===== src/rtl/tick_debounce.sv =====
// tick_debounce: strobe-paced push-button debouncer with press/release pulses.
// Optional auto-repeat of press_pulse while held: define TICK_DEBOUNCE_REPEAT_EN.
`default_nettype none

module tick_debounce #(
    parameter int STABLE_TICKS = 4,
    parameter int CNT_W        = 8,
    parameter int HOLD_TICKS   = 50,
    parameter int RPT_TICKS    = 10
) (
    input  logic clk,
    input  logic reset,
    input  logic clk_en,
    input  logic btn_in,
    output logic btn_level,
    output logic press_pulse,
    output logic release_pulse
);

    if (STABLE_TICKS < 1 || STABLE_TICKS > (2**CNT_W) - 1) begin : g_bad_stable
        $error("tick_debounce: STABLE_TICKS out of range for CNT_W");
    end
    if (HOLD_TICKS < 1 || RPT_TICKS < 1) begin : g_bad_repeat
        $error("tick_debounce: HOLD_TICKS and RPT_TICKS must be at least 1");
    end

    typedef enum logic [1:0] {
        S_RELEASED     = 2'd0,
        S_PRESS_PEND   = 2'd1,
        S_PRESSED      = 2'd2,
        S_RELEASE_PEND = 2'd3
    } state_t;

    localparam logic [CNT_W-1:0] ACCEPT_CNT = CNT_W'(STABLE_TICKS - 1);

    logic             sync1_q, sync2_q;
    state_t           state_q, state_d;
    logic [CNT_W-1:0] cnt_q, cnt_d;
    logic             level_q, level_d;
    logic             press_q, press_d;
    logic             release_q, release_d;
    logic             accept_press;

    always_ff @(posedge clk or posedge reset) begin
        if (reset) begin
            sync1_q   <= 1'b0;
            sync2_q   <= 1'b0;
            state_q   <= S_RELEASED;
            cnt_q     <= '0;
            level_q   <= 1'b0;
            press_q   <= 1'b0;
            release_q <= 1'b0;
        end else begin
            sync1_q   <= btn_in;
            sync2_q   <= sync1_q;
            state_q   <= state_d;
            cnt_q     <= cnt_d;
            level_q   <= level_d;
            press_q   <= press_d;
            release_q <= release_d;
        end
    end

    // Any disagreement in a pending state is a bounce: fall back without a pulse.
    always_comb begin
        state_d      = state_q;
        cnt_d        = cnt_q;
        level_d      = level_q;
        accept_press = 1'b0;
        release_d    = 1'b0;
        case (state_q)
            S_RELEASED: begin
                if (sync2_q) begin
                    state_d = S_PRESS_PEND;
                    cnt_d   = '0;
                end
            end
            S_PRESS_PEND: begin
                if (!sync2_q) begin
                    state_d = S_RELEASED;
                    cnt_d   = '0;
                end else if (clk_en) begin
                    if (cnt_q == ACCEPT_CNT) begin
                        state_d      = S_PRESSED;
                        cnt_d        = '0;
                        level_d      = 1'b1;
                        accept_press = 1'b1;
                    end else begin
                        cnt_d = cnt_q + CNT_W'(1);
                    end
                end
            end
            S_PRESSED: begin
                if (!sync2_q) begin
                    state_d = S_RELEASE_PEND;
                    cnt_d   = '0;
                end
            end
            S_RELEASE_PEND: begin
                if (sync2_q) begin
                    state_d = S_PRESSED;
                    cnt_d   = '0;
                end else if (clk_en) begin
                    if (cnt_q == ACCEPT_CNT) begin
                        state_d   = S_RELEASED;
                        cnt_d     = '0;
                        level_d   = 1'b0;
                        release_d = 1'b1;
                    end else begin
                        cnt_d = cnt_q + CNT_W'(1);
                    end
                end
            end
            default: begin
                state_d = S_RELEASED;
                cnt_d   = '0;
                level_d = 1'b0;
            end
        endcase
    end

`ifdef TICK_DEBOUNCE_REPEAT_EN
    localparam int RPT_W = $clog2((HOLD_TICKS > RPT_TICKS ? HOLD_TICKS : RPT_TICKS) + 1);
    localparam logic [RPT_W-1:0] HOLD_LAST = RPT_W'(HOLD_TICKS - 1);
    localparam logic [RPT_W-1:0] RPT_LAST  = RPT_W'(RPT_TICKS - 1);

    logic [RPT_W-1:0] rpt_q, rpt_d;
    logic             armed_q, armed_d;
    logic             rpt_fire;

    always_ff @(posedge clk or posedge reset) begin
        if (reset) begin
            rpt_q   <= '0;
            armed_q <= 1'b0;
        end else begin
            rpt_q   <= rpt_d;
            armed_q <= armed_d;
        end
    end

    // Initial hold period first, then the shorter repeat interval once armed.
    always_comb begin
        rpt_d    = rpt_q;
        armed_d  = armed_q;
        rpt_fire = 1'b0;
        if (state_q != S_PRESSED || !sync2_q) begin
            rpt_d   = '0;
            armed_d = 1'b0;
        end else if (clk_en) begin
            if (rpt_q == (armed_q ? RPT_LAST : HOLD_LAST)) begin
                rpt_d    = '0;
                armed_d  = 1'b1;
                rpt_fire = 1'b1;
            end else begin
                rpt_d = rpt_q + RPT_W'(1);
            end
        end
    end

    assign press_d = accept_press | rpt_fire;
`else
    assign press_d = accept_press;
`endif

    assign btn_level     = level_q;
    assign press_pulse   = press_q;
    assign release_pulse = release_q;

endmodule

`default_nettype wire


===== config.mk =====
export PLATFORM = sky130hd
export DESIGN_NAME = tick_debounce
export DESIGN_NICKNAME = d
export VERILOG_FILES = /design/src/rtl/tick_debounce.sv
export SDC_FILE = /design/constraint.sdc
export NUM_CORES = 1
export LEC_CHECK = 0
export ABC_AREA = 1
export ABC_CLOCK_PERIOD_IN_PS = 1300
export CORE_MARGIN = 8
export CORE_UTILIZATION = 48
export CTS_CLUSTER_DIAMETER = 80
export DETAILED_ROUTE_END_ITERATION = 16
export GPL_TIMING_DRIVEN = 1
export PLACE_DENSITY = 0.7
export SKIP_LAST_GASP = 1
export SYNTH_ARGS = -nofsm -noshare
export SYNTH_HDL_FRONTEND = slang
export SYNTH_SLANG_ARGS = --single-unit

===== constraint.sdc =====
create_clock -name clk -period 1.3 [get_ports clk]
set_input_delay 0.26 -clock clk [delete_from_list [all_inputs] [get_ports clk]]
set_output_delay 0.26 -clock clk [all_outputs]
set_load 0.02 [all_outputs]

[Yosys cells after proc, flatten, opt, wreduce, memory -nomap -nowiden]
Index checks and enable logic that the tools add are counted.
Cells by class
  reductions and logical operators: 5
  add/subtract/negate cells: 1
  equal/unequal tests: 16
  mux-type cells: 29
Operator list (number)
  two-way mux 8 bit: 6
  one-hot mux 8 bit (4 select lines): 1
  two-way mux 2 bit: 8
  inequality test 2 bit, second input constant: 8
  two-way mux 1 bit: 12
  inequality test 3 bit, second input constant: 4
  adder 8 x 1 -> 8 bit, second input constant: 1
  equality test 8 x 2 -> 1 bit, second input constant: 1
  one-hot mux 2 bit (4 select lines): 1
  AND reduction 7 bit: 1
  AND reduction 6 bit: 1
  equality test 2 bit, second input constant: 2
  equality test 2 x 1 -> 1 bit, second input constant: 1
  zero test 2 bit: 1
  one-hot mux 1 bit (2 select lines): 1
  AND reduction 2 bit: 1
  nonzero test 2 bit: 1
Word-level totals
  bits in registers: 15
  word-level logic and storage cells: 58
  output and inout bits: 3
  bits of input ports: 4

[Longest topological paths before layout]
Gate-level depths: netlist (run 1).
  word-level depth: 5
  gate-level depth with buffers: 8
  mapped depth without buffers: 8

[Worst setup path before layout (run 1)]
Ideal clock, no wire load.
  kind: reg-to-reg
  start point: register cnt_q[0]
  end point: register state_q[0]
  period minus slack after synthesis: 1259 ps
  path buffers: 0
  stages on the path, launching flop included: 9
  setup slack: 41 ps
  library setup time: 117 ps
  data required time: 1183 ps
  data arrival time: 1142 ps
  path through: dfrtp_1 -> ha_1 -> inv_1 -> nor2_1 -> nand4_2 -> nand2_2 -> nand2_4 -> o21ai_1 -> inv_1
On the way
  cells in the longest elaborated chain, start to end: 3
  elaborated cells between the ends (all ways): 4
  those cells by class: 3 x eq/ne; 1 x reduce/logical
Ends and longest elaborated chain
  start: declaration: line 38  | logic [CNT_W-1:0] cnt_q, cnt_d;
  start signal: assignment: line 57  | cnt_q <= cnt_d;
  equality test 8 x 2 -> 1 bit *: line 83, 104
  inequality test 3 bit (no line)
  AND reduction 6 bit (no line) *
  end signal: assignment: line 56  | state_q <= state_d;
  end: declaration: line 37  | state_t state_q, state_d;
Mark *: on every way between the ends. The rest lies on a longest branch, timed or not.
A chain may end at the register's enable or synchronous reset.

[Worst setup path after layout (run 1)]
  start point: register cnt_q[1]
  end point: register state_q[0]
Same word-level chain as after synthesis.

==> summary.txt, run 1 <==
Timing
  – Hold violation total from the final report: 0
  – Worst hold margin: 262 ps
  – RSZ-0062 raised after global routing: true
  – FMAX: 746 MHz
  – Final setup slack of the worst path: -40.9 ps
  – Post-layout min period: roughly 1300 ps
  – Worst Tran Pin Value: approximately 210 ps
  – Relative slew margins: 0.857
  – Clock Skews: 3.91 ps
  – Max Transition Viols Final: 0
  – Period utilization: 1.03
  – Final setup violation count: 1

Critical path
  – Worst reg-to-reg path cell count: 8
  – Start point of the critical path: cnt_q[1]$_DFFE_PP0P_
  – Endpoint of the worst setup timing path: state_q[0]$_DFFE_PP0P_
  – Maximum fanout encountered on the critical timing path: 7
  – Worst r2r src: cnt_q[1]$_DFFE_PP0P_
  – CP arrival: 1520 ps
  – Kind of critical path: flip-flop to flip-flop
  – Data required time at the worst endpoint: 1480 ps
  – Worst setup SP type: flip-flop
  – Reg2Reg Capture Point: state_q[0]$_DFFE_PP0P_
  – Slack of the worst reg-to-reg path: -40 ps
  – Kind of capture point of the worst setup path: flip-flop

Layout
  – Non-filler instance count after layout: 125
  – Footprint of the multi-input gates: approximately 420 µm²
  – Number of fillers in the final layout: 129
  – Reg area: 375 µm²
  – Commonest non-fill, non-tap cell in the layout: sky130_fd_sc_hd__dfrtp_1
  – Nets@finish: 115
  – Post-layout utilization of the core: 0.691
  – Share of layout cells above drive strength 1: 0.404
  – Area added between synthesis and finish: 34.8%
  – Most frequent cells in the layout: sky130_fd_sc_hd__dfrtp_1, sky130_fd_sc_hd__nand2_1, sky130_fd_sc_hd__buf_4
  – Total inserted antenna cells: 0

Die
  – Area enclosed by the die boundary: 0.00315 mm²
  – Height of the die: roughly 56 µm
  – Number of standard-cell rows in the floorplan: 14
  – Starting Density: 0.512
  – Die outline width: between 50 and 60 µm
  – Standard cell core area: about 0.0015 mm²
  – Count of boundary I/O pins: 7

Place
  – Placed wire-length estimate after detailed placement: 984 µm
  – Gpl congestion: 0.818
  – Number of buffers added on ports: 6
  – Number of instances in the placed design: about 110

GRT
  – Global-route wire length before repair: 2.35 mm
  – GRT Util Overall: 0.0928
  – Largest net degree at the start of global routing: 16
  – Initial antenna violation count: 0
  – Total grt overflow: 0
  – Via count of the first global-routing pass: 568

Pwr
  – Worst IR Drop VDD: 1.01 mV
  – Lkg Pwr: 0.477 nW
  – Power Dens Cells: between 1000 and 1500 mW/mm²

Synthesis
  – Post-Synthesis Net Count: 92
  – Yosys warns: 0
  – FF+latch count, synth: 15
  – Mean area per synthesized cell: 8.87 µm²
  – Synthesized instance count: 87
  – Number of distinct standard cells referenced by the synthesized netlist: 23
  – Sequential fraction of the synthesis area: 0.486
  – Netlist Area Pre-Place: 772 µm²

CTS
  – H-tree lvl count: 1
  – Number of sinks driven by the clock tree: 15
  – Longest Clk Path Bufs: 2
  – Root buffer selected by CTS: sky130_fd_sc_hd__clkbuf_4
  – Clock latency on the worst-skew pair: 280 ps
  – TritonCTS clock tree: built
  – Clock-pin slew reported for the worst setup and hold paths after clock tree synthesis: approximately 80 ps
  – Clock buffer count from CTS: 3

Worst hold path
  – HP Class: input port to asynchronous set/reset pin

Detailed routing
  – Via-per-instance ratio: 4.98
  – Drt wl/cell: 12.0 µm
  – DRC viols: 0
  – Vias after detailed routing: just over 600
  – Routed wire length: 1.49 mm
  – Violation count after the first detailed-routing iteration: 16
  – Post-route antenna net violation count: 0
  – Drt pass-1 iters: 4

Outcome
  – Result of the run: finished, violations left
  – Failing checks: setup timing

Run
  – MaxCap Viol Count: 0
-- cells in the mapped netlist, drive strengths merged --
master / count / share of area
a21oi: 4 / 0.031
and2: 1 / 0.011
dfrtp: 15 / 0.49
ha: 1 / 0.016
inv: 13 / 0.063
nand2: 18 / 0.11
nand3: 5 / 0.062
nand4: 1 / 0.016
nor2: 19 / 0.12
nor3: 1 / 0.0065
nor3b: 1 / 0.016
o21ai: 7 / 0.055
o22ai: 1 / 0.0081
-- how the worst min path moves through the flow --
stage / from / end / slack [ps]
after global placement: sync1_q$_DFF_PP0_ / sync2_q$_DFF_PP0_ / 330
after global routing: reset / cnt_q[6]$_DFFE_PP0P_ / 300
after detailed placement: sync1_q$_DFF_PP0_ / sync2_q$_DFF_PP0_ / 340
after floorplan: reset / asynchronous set/reset pin / 160
final: reset / cnt_q[7]$_DFFE_PP0P_ / 260
after CTS: reset / cnt_q[6]$_DFFE_PP0P_ / 270
-- per-layer routing --
| layer | global-route usage | share of wire | vias up |
|---|---|---|---|
| li1 | - | - | 321 |
| met1 | 0.114 | 0.46 | 285 |
| met2 | 0.135 | 0.46 | 11 |
| met3 | 0.0274 | 0.044 | 5 |
| met4 | 0.0619 | 0.028 | 0 |
| met5 | 0 | 0 | - |
-- power breakdown --
group / internal (W) / switching (W) / leakage [nW]
clock network: 0.000119 / 0.000141 / 0.0150
registers: 0.000521 / 0.0000398 / 0.197
logic: 0.000327 / 0.000399 / 0.265
total: 0.000967 / 0.000580 / 0.477
-- registers in the layout, indices dropped and copies added, names as in the netlist, named ones only --
signal / count
cnt_q: 8
press_pulse: 1
state_q: 1
sync2_q: 1
release_pulse: 1
btn_level: 1
sync1_q: 1
-- area by class of cell --
type                       instances  share of cell area
tap                               16              0.0192
sequential                        15               0.361
timing repair buffer              18               0.143
multi-input combinational         59               0.405
clock buffer                       4              0.0252
inverter                          13              0.0469
-- kinds of logic (layout without fill, tap and decap cells) --
family | Yosys count | count (layout) | share of synthesized area
adders and majority gates | 1 | 1 | 0.0162
AOI/OAI and AO/OA | 12 | 12 | 0.0940
DFF | 15 | 15 | 0.486
buffers and inverters | 13 | 35 | 0.0632
and+or+nand+nor | 46 | 46 | 0.340
-- per-stage QoR --
| step | setup TNS [ps] | setup WS [ps] | instance area [µm²] | power (W) |
|---|---|---|---|---|
| after CTS | -21.3 | -12.0 | 923 | 0.00136 |
| final | -40.9 | -40.9 | 1040 | 0.00155 |
| after global routing | -923 | -123 | 1040 | 0.00166 |
| after floorplan | 0 | 41.1 | 772 | 0.000935 |
| after global placement | -3130 | -316 | 890 | 0.00109 |
| after detailed placement | -3110 | -321 | 890 | 0.00110 |
-- critical path, cell delays in order, from the launching register on --
cell and delay, ps:
sky130_fd_sc_hd__dfrtp_1 390, sky130_fd_sc_hd__ha_4 160, sky130_fd_sc_hd__inv_2 50, sky130_fd_sc_hd__nor2_4 120, sky130_fd_sc_hd__nand4_4 140, sky130_fd_sc_hd__nand2_4 140
sky130_fd_sc_hd__nand2_8 70, sky130_fd_sc_hd__o21ai_2 120, sky130_fd_sc_hd__inv_1 50
-- timing repair --
action	4_1_cts	5_1_grt
resized for setup	6	15
setup buffers	1	6
hold buffers	0	0
pin swaps	2	8
setup endpoints to repair	14	13
Power figures use the tool's default switching activity.
==> run 2: changes to the inputs <==
--- a/config.mk
+++ b/config.mk
@@ -13,7 +13,6 @@
 export DETAILED_ROUTE_END_ITERATION = 16
 export GPL_TIMING_DRIVEN = 1
 export PLACE_DENSITY = 0.7
-export SKIP_LAST_GASP = 1
 export SYNTH_ARGS = -nofsm -noshare
 export SYNTH_HDL_FRONTEND = slang
 export SYNTH_SLANG_ARGS = --single-unit
==> run 2 against run 1 <==
  * The run still ends with setup timing left
  * Count of clock-buffer cells in the layout unchanged
  * Sequential share of layout area stayed put
  * Wire length barely moved
  * Global-route usage did not move
  * Clock power barely moved
  * Die area stayed put
==> summary.txt, run 2 (same netlist as run 1, synthesis figures left out) <==
Detailed routing
  – DRC viols: 0
  – Post-route antenna net violation count: 0
  – Routed wire length: 1.49 mm
  – Via-per-instance ratio: 4.97
  – Vias after detailed routing: 621
  – Drt wl/cell: approximately 12 µm
  – Topmost layer with routed signal wires: met4
  – Drt pass-1 iters: 4
  – Met2 routed WL: 690 µm
  – Detailed route wirelength on metal3: between 60 and 70 µm
  – Violation count after the first detailed-routing iteration: 16
  – M1 wire length: 693 µm

CTS
  – Longest Clk Path Bufs: 2
  – H-tree lvl count: 1
  – TritonCTS clock tree: built
  – Clock buffer count from CTS: 3
  – Clock latency on the worst-skew pair: roughly 280 ps
  – Number of sinks driven by the clock tree: 15
  – Clock-pin slew reported for the worst setup and hold paths after clock tree synthesis: 80 ps
  – Root buffer selected by CTS: sky130_fd_sc_hd__clkbuf_4

Timing
  – Worst Tran Pin Value: 214 ps
  – Post-layout min period: 1340 ps
  – Relative slew margins: 0.857
  – RSZ-0062 raised after global routing: true
  – Period utilization: 1.03
  – Clock Skews: 3.91 ps
  – Max Transition Viols Final: 0
  – Worst hold margin: 262 ps
  – Final setup violation count: 1
  – Hold violation total from the final report: 0
  – Final setup slack of the worst path: -41.2 ps
  – FMAX: roughly 750 MHz

Die
  – Number of standard-cell rows in the floorplan: 14
  – Height of the die: approximately 56 µm
  – Area enclosed by the die boundary: roughly 0.0031 mm²
  – Starting Density: 0.512
  – Die outline width: 56.1 µm
  – Standard cell core area: between 0.0015 and 0.002 mm²
  – Count of boundary I/O pins: 7

GRT
  – Initial antenna violation count: 0
  – Via count of the first global-routing pass: around 570
  – Global-route wire length before repair: 2.35 mm
  – Largest net degree at the start of global routing: 16
  – GRT Util Overall: 0.0928
  – Total grt overflow: 0

Layout
  – Share of layout cells above drive strength 1: 0.404
  – Largest Register: cnt_q
  – Reg area: 375 µm²
  – Footprint of the multi-input gates: 422 µm²
  – Most frequent cells in the layout: sky130_fd_sc_hd__dfrtp_1, sky130_fd_sc_hd__nand2_1, sky130_fd_sc_hd__buf_4
  – Total inserted antenna cells: 0
  – Flip-flop count of the largest register, all copies and words added: 8
  – Nets@finish: 115
  – Area added between synthesis and finish: 34.8%
  – Commonest non-fill, non-tap cell in the layout: sky130_fd_sc_hd__dfrtp_1
  – Number of fillers in the final layout: 129

Place
  – Gpl congestion: between 0.8 and 0.9
  – Number of buffers added on ports: 6
  – Placed wire-length estimate after detailed placement: 984 µm

Critical path
  – Cells along the critical path: ha_4 -> inv_2 -> nor2_4 -> nand4_4 -> nand2_4 -> nand2_8 -> o21ai_2 -> inv_1
  – Worst r2r src: cnt_q[1]$_DFFE_PP0P_
  – Kind of critical path: flip-flop to flip-flop
  – Start point of the critical path: cnt_q[1]$_DFFE_PP0P_
  – Max incr delay on CP: about 390 ps
  – CP arrival: 1520 ps
  – Maximum fanout encountered on the critical timing path: 7
  – Kind of capture point of the worst setup path: flip-flop
  – Slowest stage cell, crit path: sky130_fd_sc_hd__dfrtp_1
  – Worst setup SP type: flip-flop
  – Data required time at the worst endpoint: 1480 ps

Pwr
  – Total Power Consumption: 0.00155 W
  – Lkg Pwr: 0.477 nW
  – Power Dens Cells: 1490 mW/mm²
  – Worst IR Drop VDD: 1.01 mV

Outcome
  – Result of the run: finished, violations left
  – Failing checks: setup timing

Worst hold path
  – HP Class: input port to asynchronous set/reset pin

Run
  – MaxCap Viol Count: 0
==> run 2: changes by cell type in the layout (fill, tap and decap cells not counted) <==
cell and change:
sky130_fd_sc_hd__o21ai_0 -1, sky130_fd_sc_hd__o21ai_1 +1
==> run 2: area by class of cell <==
class | count | area share
Sequential cell | 15 | 0.361
Tap cell | 16 | 0.0192
Multi-Input combinational cell | 59 | 0.405
Clock buffer | 4 | 0.0252
Timing Repair Buffer | 18 | 0.143
Inverter | 13 | 0.0469
==> run 2: power by group <==
part,leakage [nW],internal (W),total [W],switching (W)
Combinational,0.265,0.000328,0.000728,0.000400
Clock,0.0150,0.000119,0.000260,0.000141
Sequential,0.197,0.000521,0.000561,0.0000398
Total,0.477,0.000968,0.00155,0.000580
==> run 2: repair_timing <==
action,4_1_cts,5_1_grt
gates resized for setup,7,15
pin swaps,2,8
endpoints found under the setup margin,14,13
buffers inserted,1,6
hold buffers,0,0
==> run 2: path summary, 6_finish.rpt <==
path                       slack [ps]  depth (start not counted)                endpoint
max                               -40                          8  state_q[0]$_DFFE_PP0P_
max in group asynchronous         860                          3    cnt_q[1]$_DFFE_PP0P_
min                               260                          3    cnt_q[7]$_DFFE_PP0P_
max reg2reg                       -40                          8  state_q[0]$_DFFE_PP0P_
min reg2reg                       350                          0       sync2_q$_DFF_PP0_
min in group clk                  350                          0       sync2_q$_DFF_PP0_
==> run 2: per-layer routing <==
metal / track usage / vias up
met5: 0 / -
met4: 0.0619 / 0
met3: 0.0274 / 5
met2: 0.135 / 11
met1: 0.114 / 284
li1: - / 321
==> run 2: worst max-delay path, delay by kind of cell (launching register included) <==
kind / cells / cell delay, ps
AO/OA/AOI/OAI: 1 / 120
adder cells (fa/ha/maj): 1 / 160
buffers and inverters: 2 / 100
flip-flops: 1 / 390
AND/OR/NAND/NOR: 4 / 470
==> run 2: per-stage QoR <==
| stage | TNS (ps) | setup WS [ps] | instances | area [µm²] | util |
|---|---|---|---|---|---|
| global placement | -3130 | -316 | 114 | 890 | 0.591 |
| floorplan | 0 | 41.1 | 87 | 772 | - |
| CTS | -12.0 | -12.0 | 119 | 927 | 0.615 |
| finish | -41.2 | -41.2 | 125 | 1040 | 0.691 |
| detailed placement | -3110 | -321 | 114 | 890 | 0.591 |
| global route | -925 | -123 | 125 | 1040 | 0.691 |
